<file path="src/rtl/word_serializer_if.sv">
// Word serializer bus: parallel word handshake in, serial bit stream out.
//   data_in      producer -> serializer  parallel word (WIDTH bits)
//   data_valid   producer -> serializer  data_in holds a word
//   data_ready   serializer -> producer  word can be accepted this cycle
//   sequence_out serializer -> consumer  serial bit, MSB first
//   bit_valid    serializer -> consumer  sequence_out carries a frame bit
//   word_done    serializer -> consumer  pulse on the final frame bit
// Modports: slave = serializer side, master = producer/consumer side.
interface word_serializer_if #(
  parameter int unsigned WIDTH = 8
);
  logic [WIDTH-1:0] data_in;
  logic             data_valid;
  logic             data_ready;
  logic             sequence_out;
  logic             bit_valid;
  logic             word_done;

  modport master (
    output data_in,
    output data_valid,
    input  data_ready,
    input  sequence_out,
    input  bit_valid,
    input  word_done
  );

  modport slave (
    input  data_in,
    input  data_valid,
    output data_ready,
    output sequence_out,
    output bit_valid,
    output word_done
  );
endinterface

</file>
<file path="src/rtl/word_serializer.sv">
// Parallel-to-serial word serializer, MSB first, with a valid/ready input handshake.
// A word accepted on edge N shows its MSB in the cycle after edge N. Frames run back to back
// when a new word is offered on the final frame bit.
// Optional feature macro: SER_PARITY_EN -- appends one even-parity bit per frame.
// Ports:
//   clock   rising-edge clock
//   reset   asynchronous, active-high reset
//   ser_if  word_serializer_if.slave (data_in/data_valid in, data_ready, sequence_out,
//           bit_valid, word_done out)
module word_serializer #(
  parameter int unsigned WIDTH = 8
) (
  input logic                clock,
  input logic                reset,
  word_serializer_if.slave   ser_if
);

  localparam int unsigned CntW = $clog2(WIDTH);
  localparam logic [CntW-1:0] LastCnt = CntW'(WIDTH - 1);

`ifdef SER_PARITY_EN
  typedef enum logic [1:0] {StIdle, StShift, StParity} state_e;
`else
  typedef enum logic [0:0] {StIdle, StShift} state_e;
`endif

  state_e            state_q, state_d;
  logic [WIDTH-1:0]  shift_q, shift_d;
  logic [CntW-1:0]   cnt_q, cnt_d;
  logic              last_bit;
  logic              accept;

`ifdef SER_PARITY_EN
  logic              parity_q, parity_d;
`endif

  assign last_bit = (state_q == StShift) && (cnt_q == LastCnt);
  assign accept   = ser_if.data_valid && ser_if.data_ready;

  // State and datapath registers
  always_ff @(posedge clock or posedge reset) begin
    if (reset) begin
      state_q  <= StIdle;
      shift_q  <= '0;
      cnt_q    <= '0;
`ifdef SER_PARITY_EN
      parity_q <= 1'b0;
`endif
    end else begin
      state_q  <= state_d;
      shift_q  <= shift_d;
      cnt_q    <= cnt_d;
`ifdef SER_PARITY_EN
      parity_q <= parity_d;
`endif
    end
  end

  // Next-state logic
  always_comb begin
    state_d = state_q;
    unique case (state_q)
      StIdle: begin
        if (accept) state_d = StShift;
      end
      StShift: begin
        if (last_bit) begin
`ifdef SER_PARITY_EN
          state_d = StParity;
`else
          state_d = accept ? StShift : StIdle;
`endif
        end
      end
`ifdef SER_PARITY_EN
      StParity: begin
        state_d = accept ? StShift : StIdle;
      end
`endif
      default: state_d = StIdle;
    endcase
  end

  // Datapath next values; a new load wins over the final shift for gapless frames
  always_comb begin
    shift_d = shift_q;
    cnt_d   = cnt_q;
    if (accept) begin
      shift_d = ser_if.data_in;
      cnt_d   = '0;
    end else if (state_q == StShift) begin
      shift_d = shift_q << 1;
      cnt_d   = cnt_q + CntW'(1);
    end
  end

`ifdef SER_PARITY_EN
  always_comb begin
    parity_d = parity_q;
    if (accept) parity_d = ^ser_if.data_in;
  end
`endif

  // Outputs; data_ready is gated by reset so nothing is offered while reset is held
  always_comb begin
    ser_if.sequence_out = 1'b0;
    ser_if.bit_valid    = 1'b0;
    ser_if.word_done    = 1'b0;
    ser_if.data_ready   = 1'b0;
    unique case (state_q)
      StIdle: begin
        ser_if.data_ready = !reset;
      end
      StShift: begin
        ser_if.sequence_out = shift_q[WIDTH-1];
        ser_if.bit_valid    = 1'b1;
`ifndef SER_PARITY_EN
        ser_if.word_done    = last_bit;
        ser_if.data_ready   = last_bit && !reset;
`endif
      end
`ifdef SER_PARITY_EN
      StParity: begin
        ser_if.sequence_out = parity_q;
        ser_if.bit_valid    = 1'b1;
        ser_if.word_done    = 1'b1;
        ser_if.data_ready   = !reset;
      end
`endif
      default: ;
    endcase
  end

endmodule

</file>
<file path="src/flat_wrapper.sv">
// flat-port wrapper written by rule: the top's interface ports become plain ports
module word_serializer_flat 
#(
  parameter int unsigned WIDTH = 8
)
  (clock, reset, ser_if_data_in, ser_if_data_valid, ser_if_data_ready, ser_if_sequence_out, ser_if_bit_valid, ser_if_word_done);
  word_serializer_if #(.WIDTH(WIDTH)) ser_if_i ();
  input logic clock;
  input logic reset;
  input wire logic [$bits(ser_if_i.data_in)-1:0] ser_if_data_in;
  input wire logic [$bits(ser_if_i.data_valid)-1:0] ser_if_data_valid;
  output wire logic [$bits(ser_if_i.data_ready)-1:0] ser_if_data_ready;
  output wire logic [$bits(ser_if_i.sequence_out)-1:0] ser_if_sequence_out;
  output wire logic [$bits(ser_if_i.bit_valid)-1:0] ser_if_bit_valid;
  output wire logic [$bits(ser_if_i.word_done)-1:0] ser_if_word_done;
  assign ser_if_i.data_in = ser_if_data_in;
  assign ser_if_i.data_valid = ser_if_data_valid;
  assign ser_if_data_ready = ser_if_i.data_ready;
  assign ser_if_sequence_out = ser_if_i.sequence_out;
  assign ser_if_bit_valid = ser_if_i.bit_valid;
  assign ser_if_word_done = ser_if_i.word_done;
  word_serializer #(.WIDTH(WIDTH)) u_core (.clock(clock), .reset(reset), .ser_if(ser_if_i));
endmodule
</file>
<file path="config.mk">
export PLATFORM = sky130hd
export DESIGN_NAME = word_serializer_flat
export DESIGN_NICKNAME = d
export VERILOG_FILES = /design/src/rtl/word_serializer_if.sv /design/src/rtl/word_serializer.sv /design/src/flat_wrapper.sv
export SDC_FILE = /design/constraint.sdc
export NUM_CORES = 1
export LEC_CHECK = 0
export CORE_MARGIN = 8
export CORE_UTILIZATION = 32
export DETAILED_ROUTE_END_ITERATION = 8
export SLEW_MARGIN = 0
export SYNTH_ARGS = -nofsm -noshare
export SYNTH_HDL_FRONTEND = slang
export SYNTH_SLANG_ARGS = --single-unit
</file>
<file path="constraint.sdc">
create_clock -name clock -period 1.46 [get_ports clock]
set_clock_uncertainty 0.05 [all_clocks]
set_input_delay 0.292 -clock clock [delete_from_list [all_inputs] [get_ports clock]]
set_output_delay 0.292 -clock clock [all_outputs]
set_load 0.01 [all_outputs]
</file>
### Word level (Yosys, flattened, before mapping)

Cells that the tools add are included.

| word-level totals | value |
|---|---|
| bits in writable memories | 0 |
| bits in latches | 0 |
| bits in read-only memories | 0 |
| word-level logic and storage cells | 22 |
| register bits | 12 |
| input bits | 11 |
| output and inout bits | 4 |
| memories | 0 |

| cells by class | value |
|---|---|
| eq/ne operators | 1 |
| mux-type cells | 11 |
| reductions and logical operators | 5 |
| div/mod/pow operators | 0 |
| bitwise gates (word level) | 1 |
| multiply operators | 0 |
| $lt $le $gt $ge | 0 |
| $add $sub $neg | 1 |
| shift operators | 0 |

Operators by type and width:

| cell | count |
|---|---|
| 8-bit two-way mux | 2 |
| 3-bit two-way mux | 2 |
| 1-bit two-way mux | 5 |
| 1-bit case mux with 2 select lines | 2 |
| 3-bit by 1-bit adder with 3-bit output (second input constant) | 1 |
| 3-bit equality test (second input constant) | 1 |
| 1-bit logical AND | 3 |
| 2-bit nonzero test | 1 |
| 1-bit logical NOT | 1 |
| 1-bit NOT | 1 |

### Logic depth before layout (Yosys ltp)

Gate-level depths: netlist of the first run.

| depth | value |
|---|---|
| depth in word-level cells | 8 |
| gate-level depth with buffers | 6 |
| mapped depth without buffers | 5 |

### Worst setup path before layout of the first run

Ideal clock, no wire load.

| timing path | value |
|---|---|
| path type | reg-to-output |
| start | reg u_core.cnt_q[0] |
| end | out ser_if_data_ready |
| arrival | 1.068 ns |
| path buffers | 0 |
| slack | 0.050 ns |
| stages on the path, launching flop included | 5 |
| data required time | 1.118 ns |
| cells stage by stage | dfrtp_1 > ha_1 > ha_1 > nand2b_1 > and2_1 |

| on the way | value |
|---|---|
| longest elaborated chain between the ends | 4 |

RTL lines:

| what | RTL line | RTL |
|---|---|---|
| from (decl) | word_serializer.sv:29 | `logic [CntW-1:0] cnt_q, cnt_d;` |
| from (signal assigned) | word_serializer.sv:52 | `cnt_q <= cnt_d;` |
| 3-bit equality test | word_serializer.sv:37 | `assign last_bit = (state_q == StShift) && (cnt_q == LastCnt);` |
| 1-bit logical AND | word_serializer.sv:37 |  |
| 1-bit logical AND | word_serializer.sv:119 | `ser_if.data_ready = last_bit && !reset;` |
| 1-bit case mux with 2 select lines | word_serializer.sv:110 | `unique case (state_q)` |
| to (decl) | flat_wrapper.sv:12 | `output wire logic [$bits(ser_if_i.data_ready)-1:0] ser_if_data_ready;` |

Every way passes these cells.

### Final worst setup path of the first run

Same ends and word-level chain as after synthesis.

==> summary.txt, run 1 <==
Die
  • Starting density of the core: 33.3%
  • DIE AREA: approximately 3700 sq um
  • IO Pins: 15
  • Die Height: a little over 60 microns
  • Site Rows: 16
  • Die span in x: 60.7 microns
  • Core area: between 1500 and 2000 sq um

Synth
  • Synth Area in Compound Gates: slightly above 10%
  • Largest family of logic cells by synthesized area: simple AND/OR/NAND/NOR gates
  • Area share of the largest cell type after synthesis: ~47%
  • Synth area leader: dfrtp_1
  • Main flop type after synthesis: dfrtp_1
  • Synth warnings: 0
  • Synthesized-area fraction occupied by adder cells: between 3 and 4%
  • Area contributors post-synth: dfrtp_1 (47%), mux2i_1 (14%), o21ai_2 (9.6%)
  • EDFF count, synth: 0
  • Synthesized flop and latch total: 12
  • Synth Net Count: 71
  • Synth Instances: a little under 60
  • Post-Synth Simple-Gate Area: roughly 16%
  • Post-Syn Area: ~640 sq um
  • Async SR Flop Fraction: 100%
  • Most common cell in the synthesized netlist: dfrtp_1
  • Multiplexer share of the synthesized area: between 10% and 20%
  • Area share of xor/xnor cells in the synthesized design: 1.37%
  • Most frequent cells after synthesis: dfrtp_1 (12), mux2i_1 (9), nand3_1 (8)
  • Sequential element share of the synthesized area: 47.0%
  • Distinct cells, synth: 17
  • Avg Inst Size Synth: 11.0 sq um

STA
  • Final Max Tran Viols: 0
  • Setup TNS: -0.496 ns
  • Fmax: around 0.58 GHz
  • Tightest Pin Transition: roughly 0.24 ns
  • Final worst slack: -0.262 ns
  • Crit path time final: about 1.7 ns
  • Final period utilization: 118%
  • RSZ-0062 raised after global routing: true
  • Setup-violating endpoint count in the final report: 9
  • Endpoints failing hold: 0
  • Slew Limit Headroom: 84.2%

Critical path
  • CP Max Fanout: 2
  • Crit path capture type: primary output
  • Buf/Inv on CP: 1
  • Worst endpoint required time: 1.12 ns
  • CP peak stage delay: 0.39 ns
  • CP Class: register to primary output
  • CP Cell Sequence: ha_2 -> ha_4 -> nand2b_4 -> and2_4 -> buf_6
  • Arrival @ worst endpoint: 1.38 ns
  • Crit path launch type: register
  • CP max stage cell: dfrtp_1
  • Cell family with most CP delay: flip-flops

Placed design
  • Setup WS pre-CTS: -0.401 ns
  • DP HPWL: 981 microns
  • Routability congestion estimate: between 0.7 and 0.8
  • # port buffers: 14

Clock network
  • Clock Sinks: 12
  • CTS Root Cell: clkbuf_4
  • Clk buf depth: 2
  • Skew-Pair Late Insertion Delay: 0.27 ns
  • H-Tree Depth: 1
  • CTS buffer count: 3
  • Cts hold-fix bufs: 0
  • CTS tree: done
  • Clk slew on worst S/H paths: roughly 0.080 ns

Power
  • Power per cell area: 1880 nW/um^2
  • Pleak: about 0.46 nW
  • Peak supply drop: ~0.67 mV

Finish
  • Area grow syn2layout: 50.1%
  • # nets final: approximately 100
  • Share of layout cells above drive strength 1: a little over two fifths
  • Post-layout util: about 50%
  • N_diodes: 0

Global route
  • Number of global-route vias before repair: between 500 and 600
  • Global-route wire length before repair: 2420 microns
  • Initial antenna violation count: 0
  • Largest net degree at the start of global routing: 13
  • Overflow after GRT: 0
  • Gr usage total: a little under a tenth

Detailed routing
  • First-pass DRT Iterations: 2
  • DRT antenna net count: 0
  • Vias post-DR: slightly below 500
  • DR iter-0 viols: 23
  • Vias/cell: approximately 4.4
  • WL per Instance: ~13 microns
  • Final WL: ~1400 microns
  • Drt drc: 0

Status
  • Failing checks: negative setup slack
  • Outcome: complete, but fails checks

Job
  • Max_cap viols: 0

Min path
  • Hold WC Path Type: input pin to asynchronous set/reset pin
[path summary, 6_finish.rpt]
check                                  start                 to  slack [ns]  depth (start not counted)
max in group asynchronous              reset    u_core.cnt_q[0]        0.86                          3
max reg2reg                  u_core.cnt_q[0]  u_core.shift_q[6]       -0.01                          6
max                          u_core.cnt_q[0]  ser_if_data_ready       -0.26                          5
min                                    reset  u_core.shift_q[1]        0.34                          3
min reg2reg                u_core.shift_q[0]  u_core.shift_q[0]        0.50                          2
min in group clock         u_core.shift_q[0]  u_core.shift_q[0]        0.50                          2
[cells in the final DEF, fill, tap and decap left out, types with 2 or more instances in the layout]
cell type,n
clkbuf_4,3
and2_4,4
nor2_1,2
dfrtp_1,12
mux2i_1,9
o21ai_2,8
clkdlybuf4s50_1,10
buf_6,6
nand2_1,2
nand3_1,8
buf_4,10
[layer usage]
layer	track usage [%]	up-vias	share of wire [%]
met1	10.6	228	45
li1	-	253	-
met4	6.98	0	0.97
met5	0	-	0
met2	13.0	10	47
met3	3.60	2	6.3
[logic make-up (layout without fill, tap and decap cells)]
family / after synthesis / in the layout
AOI/OAI and AO/OA: 8 / 8
muxes: 9 / 9
xor gates and xnor gates: 1 / 1
adders and majority gates: 2 / 2
DFF: 12 / 12
buffers and inverters: 6 / 32
and+or+nand+nor: 20 / 21
[repair_timing]
action	CTS	global route
setup buffers	5	2
pin swaps	4	2
gates cloned	1	0
resized for setup	26	6
setup endpoints to repair	15	15
[through the flow]
step           area [sq um]  hold WS [ns]  std cells  power, mW
6_report                960         0.340        112       1.81
5_1_grt                 960         0.370        112       1.96
4_1_cts                 935         0.330        112       1.77
3_5_place_dp            841         0.474        103       1.34
3_3_place_gp            841         0.459        103       1.31
2_1_floorplan           639         0.112         58       1.04
[registers in the layout, summed over array words and instances (netlist names)]
register / count
u_core.shift_q: 8
u_core.cnt_q: 3
u_core.state_q: 1
[tightest hold or removal path: stages]
cell	delay, ns
clkdlybuf4s50_1	0.42
inv_1	0.10
buf_4	0.21
[power breakdown]
group          switching, mW  total [mW]  internal (mW)
clock network          0.111       0.263          0.152
registers             0.0804       0.548          0.468
logic                  0.419       0.997          0.579
total                  0.610        1.81           1.20
[layout make-up]
class	instances	area [sq um]
timing repair buffer	27	248
clock buffer	4	36.3
fill	190	962
inverter	1	3.75
tap	27	33.8
sequential	12	300
multi-input combinational	41	338
Note: power is estimated with default switching activity, not from simulation.
==> run 2: changes to the inputs <==
--- a/config.mk
+++ b/config.mk
@@ -8,6 +8,8 @@
 export CORE_MARGIN = 8
 export CORE_UTILIZATION = 32
 export DETAILED_ROUTE_END_ITERATION = 8
+export GPL_TIMING_DRIVEN = 0
+export HOLD_SLACK_MARGIN = 0.05
 export SLEW_MARGIN = 0
 export SYNTH_ARGS = -nofsm -noshare
 export SYNTH_HDL_FRONTEND = slang
==> run 2 against run 1 <==
The run still ends with negative setup slack left. Non-clock buffer count is the same. Power grew 8.3%. Maximum frequency is essentially flat. Sequential share of layout area shrank 2.1 points. Clock power shrank 3%.
==> summary.txt, run 2 (same netlist as run 1, synthesis figures left out) <==
Status
  • Outcome: complete, but fails checks
  • Failing checks: negative setup slack

Global route
  • Global-route wire length before repair: 2780 microns
  • Initial antenna violation count: 0
  • Number of global-route vias before repair: 579
  • Overflow after GRT: 0
  • Gr usage total: approximately a tenth
  • Largest net degree at the start of global routing: 13

Die
  • Die span in x: 60.7 microns
  • Core area: around 1900 sq um
  • DIE AREA: between 3000 and 4000 sq um
  • IO Pins: 15
  • Die Height: 60.7 microns
  • Site Rows: 16
  • Starting density of the core: 33.3%

Critical path
  • CP Class: register to primary output
  • CP Cell Sequence: ha_2 -> ha_4 -> nand2b_4 -> and2_4 -> buf_6
  • CP max stage cell: dfrtp_1
  • R2r setup slk: -0.18 ns
  • Crit path depth: 5
  • Crit path capture type: primary output
  • CP Max Fanout: 2
  • Arrival @ worst endpoint: between 1 and 1.5 ns
  • Cell family with most CP delay: flip-flops
  • CP peak stage delay: ~0.4 ns
  • Worst endpoint required time: 1.12 ns
  • Crit path launch type: register
  • Register-to-Register Path Depth: 8
  • Buf/Inv on CP: 1

Finish
  • # nets final: between 90 and 100
  • Max FFs per register: 8
  • Register with the most flip-flops: u_core.shift_q
  • Commonest non-fill, non-tap cells in the layout: dfrtp_1 (11), clkdlybuf4s50_1 (10), mux2i_1 (9), nand3_1 (8), o21ai_2 (8)
  • Commonest non-fill, non-tap cell in the layout: dfrtp_1
  • Design area: 1030 sq um
  • Largest registers: u_core.shift_q: 8 flops, u_core.cnt_q: 3 flops, u_core.state_q: 1 flops
  • Share of layout cells above drive strength 1: 46.4%
  • N_diodes: 0
  • Area grow syn2layout: 61.8%

Power
  • Peak supply drop: approximately 0.74 mV
  • Pleak: about 0.47 nW
  • Power per cell area: ~1900 nW/um^2

STA
  • Final period utilization: 118%
  • Slew Limit Headroom: about four fifths
  • Crit path time final: 1.72 ns
  • Setup-violating endpoint count in the final report: 13
  • Hold_ws: 0.381 ns
  • Endpoints failing hold: 0
  • Final worst slack: -0.260 ns
  • Final Max Tran Viols: 0
  • Fmax: ~0.58 GHz
  • RSZ-0062 raised after global routing: true
  • Tightest Pin Transition: 0.266 ns

Detailed routing
  • DRT antenna net count: 0
  • Vias post-DR: between 500 and 600
  • Drt drc: 0
  • DR iter-0 viols: 3
  • Final WL: approximately 1500 microns
  • First-pass DRT Iterations: 4
  • Vias/cell: 4.53
  • WL per Instance: ~14 microns

Min path
  • Hold WC Path Type: input pin to asynchronous set/reset pin

Clock network
  • Clock Sinks: 12
  • Clk buf depth: 2
  • CTS tree: done
  • Skew-Pair Late Insertion Delay: 0.26 ns
  • Clk slew on worst S/H paths: approximately 0.07 ns
  • CTS buffer count: 3
  • H-Tree Depth: 1
  • CTS Root Cell: clkbuf_4

Placed design
  • Dpl cell area: around 800 sq um
  • Routability congestion estimate: between 0.7 and 0.8
  • # port buffers: 14
  • DP HPWL: ~1000 microns

Job
  • Max_cap viols: 0
run 2: cell types whose count changed in the layout (fill, tap and decap cells not counted), sizes merged:
cell         previous run  this run
and2                    5         4
buf                    17        16
clkinvlp                0         1
dlygate4sd2             0         1
inv                     1         0
run 2: area by class of cell:
cell class,instances,area [sq um]
repair buffers,23,249
plain buffers,4,57.6
clock buffers,4,36.3
inverters,1,7.51
multi-input cells,40,349
well taps,27,33.8
flip-flops and latches,12,302
fillers,184,887
run 2: worst register-to-register path, stage by stage, from the launching register on:
cell and delay, ns:
dfrtp_1 0.39, ha_2 0.20, ha_4 0.15, nand2b_4 0.13, buf_4 0.13, and2_4 0.16
buf_12 0.13, buf_12 0.12, o21ai_2 0.11
run 2: what timing repair did:
action                     in CTS  in global routing
hold endpoints to repair        0                  0
setup endpoints to repair      15                 14
hold buffers                    0                  0
resized for setup              33                  7
setup buffers                   8                  0
cloned                          1                  0
pin swaps                      12                  3
run 2: routing by layer:
layer	track usage (%)	up-vias	wire length, microns
met2	15.8	10	704
met3	3.60	2	94
met5	0	-	0
met1	12.2	242	699
li1	-	249	-
met4	4.98	0	25
run 2: path summary, 6_finish.rpt:
| kind | start | end |
|---|---|---|
| worst max-delay path | u_core.cnt_q[0] | ser_if_data_ready |
| worst min-delay path | reset | u_core.cnt_q[0] |
| worst max register to register | u_core.cnt_q[0] | u_core.shift_q[7] |
| worst min register to register | u_core.shift_q[0] | u_core.shift_q[0] |
| max in group asynchronous | reset | u_core.state_q |
| min in group clock | u_core.shift_q[0] | u_core.shift_q[0] |
run 2: report_power, final:
group | internal [mW] | switching [mW]
Clock | 0.151 | 0.105
Combinational | 0.666 | 0.471
Sequential | 0.470 | 0.0948
Total | 1.29 | 0.671
run 2: stage by stage:
step | power [mW] | util (%) | cells | setup slack [ns] | setup TNS, ns
final | 1.96 | 53.8 | 111 | -0.260 | -1.55
after global routing | 2.11 | 53.8 | 111 | -0.331 | -2.33
after CTS | 1.90 | 53.1 | 112 | -0.279 | -1.58
after detailed placement | 1.26 | 42.3 | 99 | -0.743 | -2.76
after global placement | 1.23 | 42.3 | 99 | -0.732 | -2.51
after floorplan | 1.04 | - | 58 | 0.0499 | 0
